### src/rtl/sum_acc_pkg.sv
// rtl/sum_acc_pkg.sv - shared widths and defaults for the block-sum accumulator
package sum_acc_pkg;

    // Incoming sum width: 8-bit adder operands plus carry.
    localparam int SUM_ACC_IN_W      = 9;
    // log2 of samples per block; legal range 1..8.
    localparam int SUM_ACC_LOG2_N    = 2;
    // Emitted-block counter width; wraps 255 -> 0.
    localparam int SUM_ACC_BLK_CNT_W = 8;

    // A block of 2**log2_n full-scale samples needs exactly log2_n extra bits.
    function automatic int sum_acc_width(input int in_w, input int log2_n);
        return in_w + log2_n;
    endfunction

    localparam int SUM_ACC_ACC_W = sum_acc_width(SUM_ACC_IN_W, SUM_ACC_LOG2_N);

endpackage

### src/rtl/sum_accumulator.sv
// rtl/sum_accumulator.sv - block-sum accumulator with valid/ready output; avg port under SUM_ACC_AVG_EN
module sum_accumulator
    import sum_acc_pkg::*;
#(
    parameter int  IN_W   = SUM_ACC_IN_W,
    parameter int  LOG2_N = SUM_ACC_LOG2_N,
    localparam int ACC_W  = sum_acc_width(IN_W, LOG2_N)
) (
    input  logic                         clk,
    input  logic                         rst,
    input  logic                         clr,
    input  logic                         in_valid,
    output logic                         in_ready,
    input  logic [IN_W-1:0]              in_data,
    output logic                         out_valid,
    input  logic                         out_ready,
    output logic [ACC_W-1:0]             total,
    output logic [SUM_ACC_BLK_CNT_W-1:0] block_cnt
`ifdef SUM_ACC_AVG_EN
    ,
    output logic [IN_W-1:0]              avg
`endif
);

    // Sample index of the last sample in a block (N-1).
    localparam logic [LOG2_N-1:0] CNT_LAST = '1;

    logic [LOG2_N-1:0] cnt;
    logic [ACC_W-1:0]  acc;
    logic [ACC_W-1:0]  in_data_ext;
    logic [ACC_W-1:0]  sum_next;
    logic              last_sample;
    logic              accept;

    assign in_data_ext = {{LOG2_N{1'b0}}, in_data};
    assign sum_next    = acc + in_data_ext;
    assign last_sample = (cnt == CNT_LAST);

    // Only the block-closing sample is stalled, and only while the previous total is unread.
    assign in_ready = !clr && !(last_sample && out_valid && !out_ready);
    assign accept   = in_valid && in_ready;

    // Accumulate samples, publish the block total and manage the output handshake.
    always_ff @(posedge clk) begin
        if (rst) begin
            acc       <= '0;
            cnt       <= '0;
            total     <= '0;
            out_valid <= 1'b0;
            block_cnt <= '0;
        end else begin
            if (out_valid && out_ready) begin
                out_valid <= 1'b0;
            end
            if (clr) begin
                acc <= '0;
                cnt <= '0;
            end else if (accept) begin
                if (last_sample) begin
                    total     <= sum_next;
                    out_valid <= 1'b1;
                    acc       <= '0;
                    cnt       <= '0;
                    block_cnt <= block_cnt + 1'b1;
                end else begin
                    acc <= sum_next;
                    cnt <= cnt + 1'b1;
                end
            end
        end
    end

`ifdef SUM_ACC_AVG_EN
    // Block mean, captured on the same edge as total so it shares out_valid.
    always_ff @(posedge clk) begin
        if (rst) begin
            avg <= '0;
        end else if (!clr && accept && last_sample) begin
            avg <= sum_next[ACC_W-1:LOG2_N];
        end
    end
`endif

endmodule

### config.mk
export PLATFORM = sky130hd
export DESIGN_NAME = sum_accumulator
export DESIGN_NICKNAME = d
export VERILOG_FILES = /design/src/rtl/sum_acc_pkg.sv /design/src/rtl/sum_accumulator.sv
export SDC_FILE = /design/constraint.sdc
export NUM_CORES = 1
export LEC_CHECK = 0
export ABC_CLOCK_PERIOD_IN_PS = 5550
export CORE_ASPECT_RATIO = 1.75
export CORE_MARGIN = 4
export CORE_UTILIZATION = 55
export DETAILED_ROUTE_END_ITERATION = 8
export PLACE_DENSITY = 0.84
export SLEW_MARGIN = 0
export SYNTH_ARGS = -nofsm -noshare
export SYNTH_HDL_FRONTEND = slang
export SYNTH_SLANG_ARGS = --single-unit
### constraint.sdc
create_clock -name clk -period 5.55 [get_ports clk]
set_input_delay 1.3875 -clock clk [delete_from_list [all_inputs] [get_ports clk]]
set_output_delay 1.3875 -clock clk [all_outputs]
set_load 0.03 [all_outputs]
==> metrics.cfg, run 1 <==
[outcome]
status = finished clean

[die]
start_util_pct = 58.5
fp.dieW_um = 50.7
placementRows = 26
core_area_sq_um = 2990
ios = 35
fp.dieH_um = 82.7
dieArea_sq_um = 4190

[pwr]
ir_worst_vdd_mv = 0.182
power_leakage_nw = 0.845
powerDensity_nw_per_um2 = 236

[cells_and_area]
multi_input_area_sq_um = 1020
final_common_cell = clkdlybuf4s50_1
nets = 265
num_antenna_cells = 0
drive_above_1_share_pct = 5.00
regArea_sq_um = 661
fin_area_sq_um = 2220
fin_util_pct = 74.2
layout_common_cells = clkdlybuf4s50_1, dfxtp_1, nor2_1, nand2_1, a21oi_1
nFillCells = 263
area_delta_synth_final_pct = 26.7

[sta]
min_period_ns = 4.34
setup_viol = 0
clock.fmax_mhz = 230
hold_violations = 0
slew_headroom_pct = 26.2
slew_viol_final = 0
worst_pin_slew_ns = 1.10
fin_worst_skew_ns = 0.00420
rsz0062_at_grt = no
fin_crit_sh_pct = 78.3
setup_ws_ns = 1.21
timing.setup.tns_ns = 0

[synthesis]
synth_compound_area_share_pct = 15.9
synth_largest_area_cell = dfxtp_1
avgSynthCellArea_sq_um = 8.38
synthTopCellsByArea = dfxtp_1, ha_1, nor2_1, a21oi_1, nand2_1
synthXorXnorAreaFrac_pct = 6.00
synth-adder-area-share_pct = 9.00
synth_top_family_by_area = simple AND/OR/NAND/NOR gates
synth.area.mux_share_pct = 0.571
ys_seq_area_share_pct = 37.7
yosysTopAreaCellShare_pct = 37.7
ys_ff_latch = 33
yosysWarnings = 0
synthSimpleGateAreaFrac_pct = 26.7
syn_area_sq_um = 1750
netlist_instances = 209
synth_cell_type_count = 41
synth_nets = 235

[routing]
ant_nets = 0
dr.first_iter.drc_count = 46
wl_per_cell_um = 14.6
drcViolationCount = 0
vias = 1626
totalWireLength_mm = 4.13
first_pass_iters = 4
vias_per_cell = 5.77

[critical_path]
rr_worst_depth = 5
startpoint = out_ready
endpoint_kind = output port
required_ns = 4.16
path_class = in -> out
critical_path_arrival_ns = 2.96
ff2ff_setup_slack_ns = 2.99
start_kind = input pin
endpoint = in_ready
crit_fanout = 4
r2r_start = cnt[0]$_SDFFE_PP0P_
r2r_end = acc[10]$_SDFFE_PP0P_

[placed_design]
dpl.hpwl_mm = 2.92
globalplace.congestion = 0.878
port_buffers = 34
place_area_sq_um = 2100
place_ws_ns = 1.24

[clock_network]
htree_levels = 2
numClockSinks = 33
clkLatencyLatePin_ns = 0.28
clk_pin_slew_worst_paths_ns = 0.07
cts_hold_buf = 0
cts_tree = done
clock_path_buffers = 2
post-cts-setup-buffers = 0
cts_buffers = 5
cts-root-buf = clkbuf_8
cts-resized-gates = 0

[global_route]
antenna_found_initial = 0
grt_max_degree = 31
grt_pass1_wl_mm = 7.25
grt_overflow = 0
grt.total_usage_pct = 22.9
grt_pass1_vias = 1634

[run]
maxCapViolations = 0

[min_path]
worstHoldPathCells = 2
min_path_type = reg -> reg

==> registers in the layout, indices dropped and copies added, names as in the netlist <==
signal,cells
acc,11
total,11
block_cnt,8
cnt,2
out_valid,1
==> cells in the mapped netlist <==
cell       count
a221oi_2       1
or3_1          1
nor3_1         8
o31a_1         1
nand4_1        2
nor3b_1        4
dfxtp_1       33
a21o_1         2
nor2_1        24
xnor2_1        5
nor2b_1        3
nand3_1        9
mux2i_1        1
a31oi_1        2
nand4b_1       2
a211oi_1       2
a2111oi_2      1
xor2_1         7
o211ai_1       3
nand3b_1       2
a211o_1        3
a311o_1        1
a22oi_1        3
nor4_1         7
inv_1          8
o21ai_0        1
and2b_1        1
or2_2          1
nor3_2         1
and2_1         1
clkbuf_1      11
ha_1          11
or4_1          5
and3_1         1
o21a_1         1
o21ai_2        1
o31ai_1        1
a21oi_1       16
o21bai_1       1
nand2_1       20
fa_1           1
==> cells by family (layout without fill, tap and decap cells) <==
family          after synthesis  in the layout
xor+xnor                     12             12
flops                        33             33
compound gates               40             40
fa+ha+maj                    12             12
simple gates                 92             92
mux                           1              1
buf+inv                      19             50
==> power by group <==
| group | leakage (nW) | internal (mW) | switching (mW) |
|---|---|---|---|
| Sequential | 0.266 | 0.239 | 0.00122 |
| Combinational | 0.520 | 0.0207 | 0.0296 |
| Clock | 0.0585 | 0.146 | 0.0866 |
| Total | 0.845 | 0.406 | 0.117 |
==> worst min path at each step <==
stage | from | end | slack, ns
6_report | total[0]$_SDFFE_PP0P_ | total[0]$_SDFFE_PP0P_ | 0.46
5_1_grt | total[0]$_SDFFE_PP0P_ | total[0]$_SDFFE_PP0P_ | 0.48
4_1_cts | total[0]$_SDFFE_PP0P_ | total[0]$_SDFFE_PP0P_ | 0.46
3_5_place_dp | total[0]$_SDFFE_PP0P_ | total[0]$_SDFFE_PP0P_ | 0.45
3_3_place_gp | total[0]$_SDFFE_PP0P_ | total[0]$_SDFFE_PP0P_ | 0.45
2_1_floorplan | acc[8]$_SDFFE_PP0P_ | acc[8]$_SDFFE_PP0P_ | 0.44
==> area by class of cell <==
type / count / area share [%]
well taps: 42 / 2.37
flip-flops and latches: 33 / 29.8
multi-input cells: 157 / 45.9
clock buffers: 7 / 3.89
inverters: 8 / 1.35
repair buffers: 34 / 15.3
clock inverters: 1 / 1.35
==> through the flow <==
stage,power [mW],hold WS [ns],instances
after floorplan,0.276,0.438,209
after global placement,0.294,0.447,274
after detailed placement,0.294,0.449,274
after CTS,0.527,0.458,282
after global routing,0.547,0.480,282
final,0.523,0.460,282
==> worst max-delay path: stages <==
cell             delay, ns
clkdlybuf4s50_1       0.45
nor2b_1               0.07
a21oi_1               0.31
clkdlybuf4s50_1       0.74
==> per-layer routing <==
metal | track usage (%) | part of all wire (%) | vias up
li1 | - | - | 808
met1 | 23.6 | 39 | 756
met2 | 42.4 | 53 | 51
met3 | 5.57 | 5.3 | 11
met4 | 11.3 | 2.5 | 0
met5 | 0 | 0 | -
Note: power is estimated with default switching activity, not from simulation.
==> run 2, diff against run 1 <==
- ABC_CLOCK_PERIOD_IN_PS: 5550 -> 4500
- CORE_UTILIZATION: 55 -> 51
- PLACE_DENSITY: 0.84 -> 0.79
- clock period: 5.55 -> 4.5 ns (I/O delays scaled with it)
==> run 2 against run 1 <==
Global-route usage down 2.9 points. Sequential share of layout area up 0.19 points. Critical path depth unchanged.
==> metrics.cfg, run 2 (synthesis gave the netlist of run 1 again) <==
[critical_path]
crit_chain = clkdlybuf4s50_1 -> nor2b_1 -> a21oi_1 -> clkdlybuf4s50_1  ; unchanged
start_kind = input pin  ; unchanged
r2r_start = cnt[0]$_SDFFE_PP0P_  ; unchanged
crit_slowest_cell = clkdlybuf4s50_1  ; unchanged
path_class = in -> out  ; unchanged
critical_path_arrival_ns = 2.62  ; was 2.96 ns
crit_fanout = 4  ; unchanged
critical_path.max_stage_delay_ns = 0.72  ; was 0.74 ns
rr_worst_depth = 7  ; was 5
required_ns = 3.38  ; was 4.16 ns
r2r_end = block_cnt[7]$_SDFFE_PP0P_  ; was acc[10]$_SDFFE_PP0P_
endpoint_kind = output port  ; unchanged
cp_common_cell = clkdlybuf4s50_1  ; unchanged
ff2ff_setup_slack_ns = 1.96  ; was 2.99 ns

[clock_network]
htree_levels = 2  ; unchanged
numClockSinks = 33  ; unchanged
cts_hold_buf = 0  ; unchanged
cts-resized-gates = 0  ; unchanged
cts_buffers = 5  ; unchanged
cts_tree = done  ; unchanged
post-cts-setup-buffers = 0  ; unchanged
clock_path_buffers = 2  ; unchanged
clk_pin_slew_worst_paths_ns = 0.07  ; about the same
clkLatencyLatePin_ns = 0.28  ; about the same
cts-root-buf = clkbuf_8  ; unchanged

[min_path]
hp-start = total[4]$_SDFFE_PP0P_  ; was total[0]$_SDFFE_PP0P_
worstHoldPathCells = 2  ; unchanged
min_path_type = reg -> reg  ; unchanged
whs_endpoint = total[4]$_SDFFE_PP0P_  ; was total[0]$_SDFFE_PP0P_

[sta]
slew_viol_final = 0  ; unchanged
worst_pin_slew_ns = 0.779  ; was 1.10 ns
clock.fmax_mhz = 267
fin_worst_skew_ns = 0.00656  ; was 0.00420 ns
slew_headroom_pct = 47.9  ; was 26.2%
rsz0062_at_grt = no  ; unchanged
setup_viol = 0  ; unchanged
hold_violations = 0  ; unchanged
fin_crit_sh_pct = 83.3
whs_ns = 0.461  ; was 0.460 ns
timing.setup.tns_ns = 0  ; unchanged
min_period_ns = 3.75

[cells_and_area]
reg_top3 = acc (11), total (11), block_cnt (8)  ; unchanged
fin_area_sq_um = 2210  ; was 2220 sq um
final_common_cell = clkdlybuf4s50_1  ; unchanged
num_antenna_cells = 0  ; unchanged
nets = 267  ; was 265
layout_common_cells = clkdlybuf4s50_1, dfxtp_1, nor2_1, nand2_1, a21oi_1  ; unchanged
area_delta_synth_final_pct = 25.9  ; was 26.7%
finalNonFillerCells = 285  ; was 282
fin_util_pct = 68.0  ; was 74.2%
drive_above_1_share_pct = 6.20  ; was 5.00%

[die]
fp.dieH_um = 85.5  ; was 82.7 um
start_util_pct = 54.0  ; was 58.5%
placementRows = 27  ; was 26
ios = 35  ; unchanged
core_area_sq_um = 3240  ; was 2990 sq um
dieArea_sq_um = 4470  ; was 4190 sq um
fp.dieW_um = 52.3  ; was 50.7 um

[pwr]
powerDensity_nw_per_um2 = 260  ; was 236 nW/um^2
ir_worst_vdd_mv = 0.220  ; was 0.182 mV
p_seq_share_pct = 51.5  ; was 45.9%
net-switching-power_mw = 0.147  ; was 0.117 mW
clkPwrFrac_pct = 37.7  ; was 44.5%
power_leakage_nw = 0.840  ; was 0.845 nW
intPower_mw = 0.427  ; was 0.406 mW
combPwrFrac_pct = 10.8  ; was 9.6%
power.share.switching_pct = 25.6  ; was 22.4%

[run]
maxCapViolations = 0  ; unchanged

[global_route]
grt_pass1_vias = 1581  ; was 1,634
grt_max_degree = 31  ; unchanged
grt.total_usage_pct = 20.0  ; was 22.9%
antenna_found_initial = 0  ; unchanged
grt_pass1_wl_mm = 6.93  ; was 7.25 mm
grt_overflow = 0  ; unchanged

[placed_design]
place_area_sq_um = 2120  ; was 2100 sq um
port_buffers = 34  ; unchanged
dpl.hpwl_mm = 3.03  ; was 2.92 mm
globalplace.congestion = 0.851  ; was 0.878
place_inst = 277  ; was 274

[routing]
dr.first_iter.drc_count = 14  ; was 46
totalWireLength_mm = 4.16  ; was 4.13 mm
ant_nets = 0  ; unchanged
drcViolationCount = 0  ; unchanged
first_pass_iters = 4  ; unchanged
vias = 1636  ; was 1,626
wl_per_cell_um = 14.6  ; about the same
vias_per_cell = 5.74  ; was 5.77

[outcome]
status = finished clean  ; unchanged

[run 2: cell types whose count changed in the layout (fill, tap and decap cells not counted), sizes merged]
cell      previous run  this run
clkinvlp             0         1
buf                  0         2
clkinv               0         2
clkbuf               7         5
bufinv               1         0
[run 2: area by class of cell]
type | count | area (sq um)
Fill cell | 297 | 1040
Multi-Input combinational cell | 157 | 1020
Sequential cell | 33 | 661
Timing Repair Buffer | 36 | 355
Clock buffer | 5 | 68.8
Tap cell | 43 | 53.8
Inverter | 8 | 30.0
Clock inverter | 3 | 17.5
[run 2: through the flow]
stage / total power [mW] / setup slack (ns)
6_report: 0.574 / 0.750
2_1_floorplan: 0.341 / 1.44
3_3_place_gp: 0.363 / 0.806
5_1_grt: 0.595 / 0.683
4_1_cts: 0.576 / 0.744
3_5_place_dp: 0.364 / 0.746
[run 2: critical path, delay by kind of cell]
kind                   cells  cell delay, ns
AND/OR/NAND/NOR            1            0.07
buffers and inverters      2            1.17
AO/OA/AOI/OAI              1            0.26
[run 2: routing by layer]
metal | GRT usage, % | vias to the layer above | routed length [um]
met2 | 38.1 | 44 | 2310
met5 | 0 | - | 0
met1 | 21.2 | 774 | 1590
li1 | - | 811 | -
met3 | 2.96 | 7 | 201
met4 | 6.51 | 0 | 63
[run 2: worst max path at each step]
stage                      endpoint  cells after the start        from
2_1_floorplan  acc[10]$_SDFFE_PP0P_                      9  in_data[0]
3_3_place_gp               in_ready                      4   out_ready
3_5_place_dp               in_ready                      4   out_ready
4_1_cts                    in_ready                      4   out_ready
5_1_grt                    in_ready                      4   out_ready
6_report                   in_ready                      4   out_ready
[run 2: power by group through the flow]
| stage | Sequential [mW] | Clock [mW] | Combinational (mW) |
|---|---|---|---|
| 3_3_place_gp | 0.302 | 0 | 0.0606 |
| 3_5_place_dp | 0.303 | 0 | 0.0611 |
| 5_1_grt | 0.296 | 0.231 | 0.0683 |
| 4_1_cts | 0.296 | 0.218 | 0.0620 |
| 2_1_floorplan | 0.302 | 0 | 0.0387 |
| 6_report | 0.296 | 0.216 | 0.0620 |
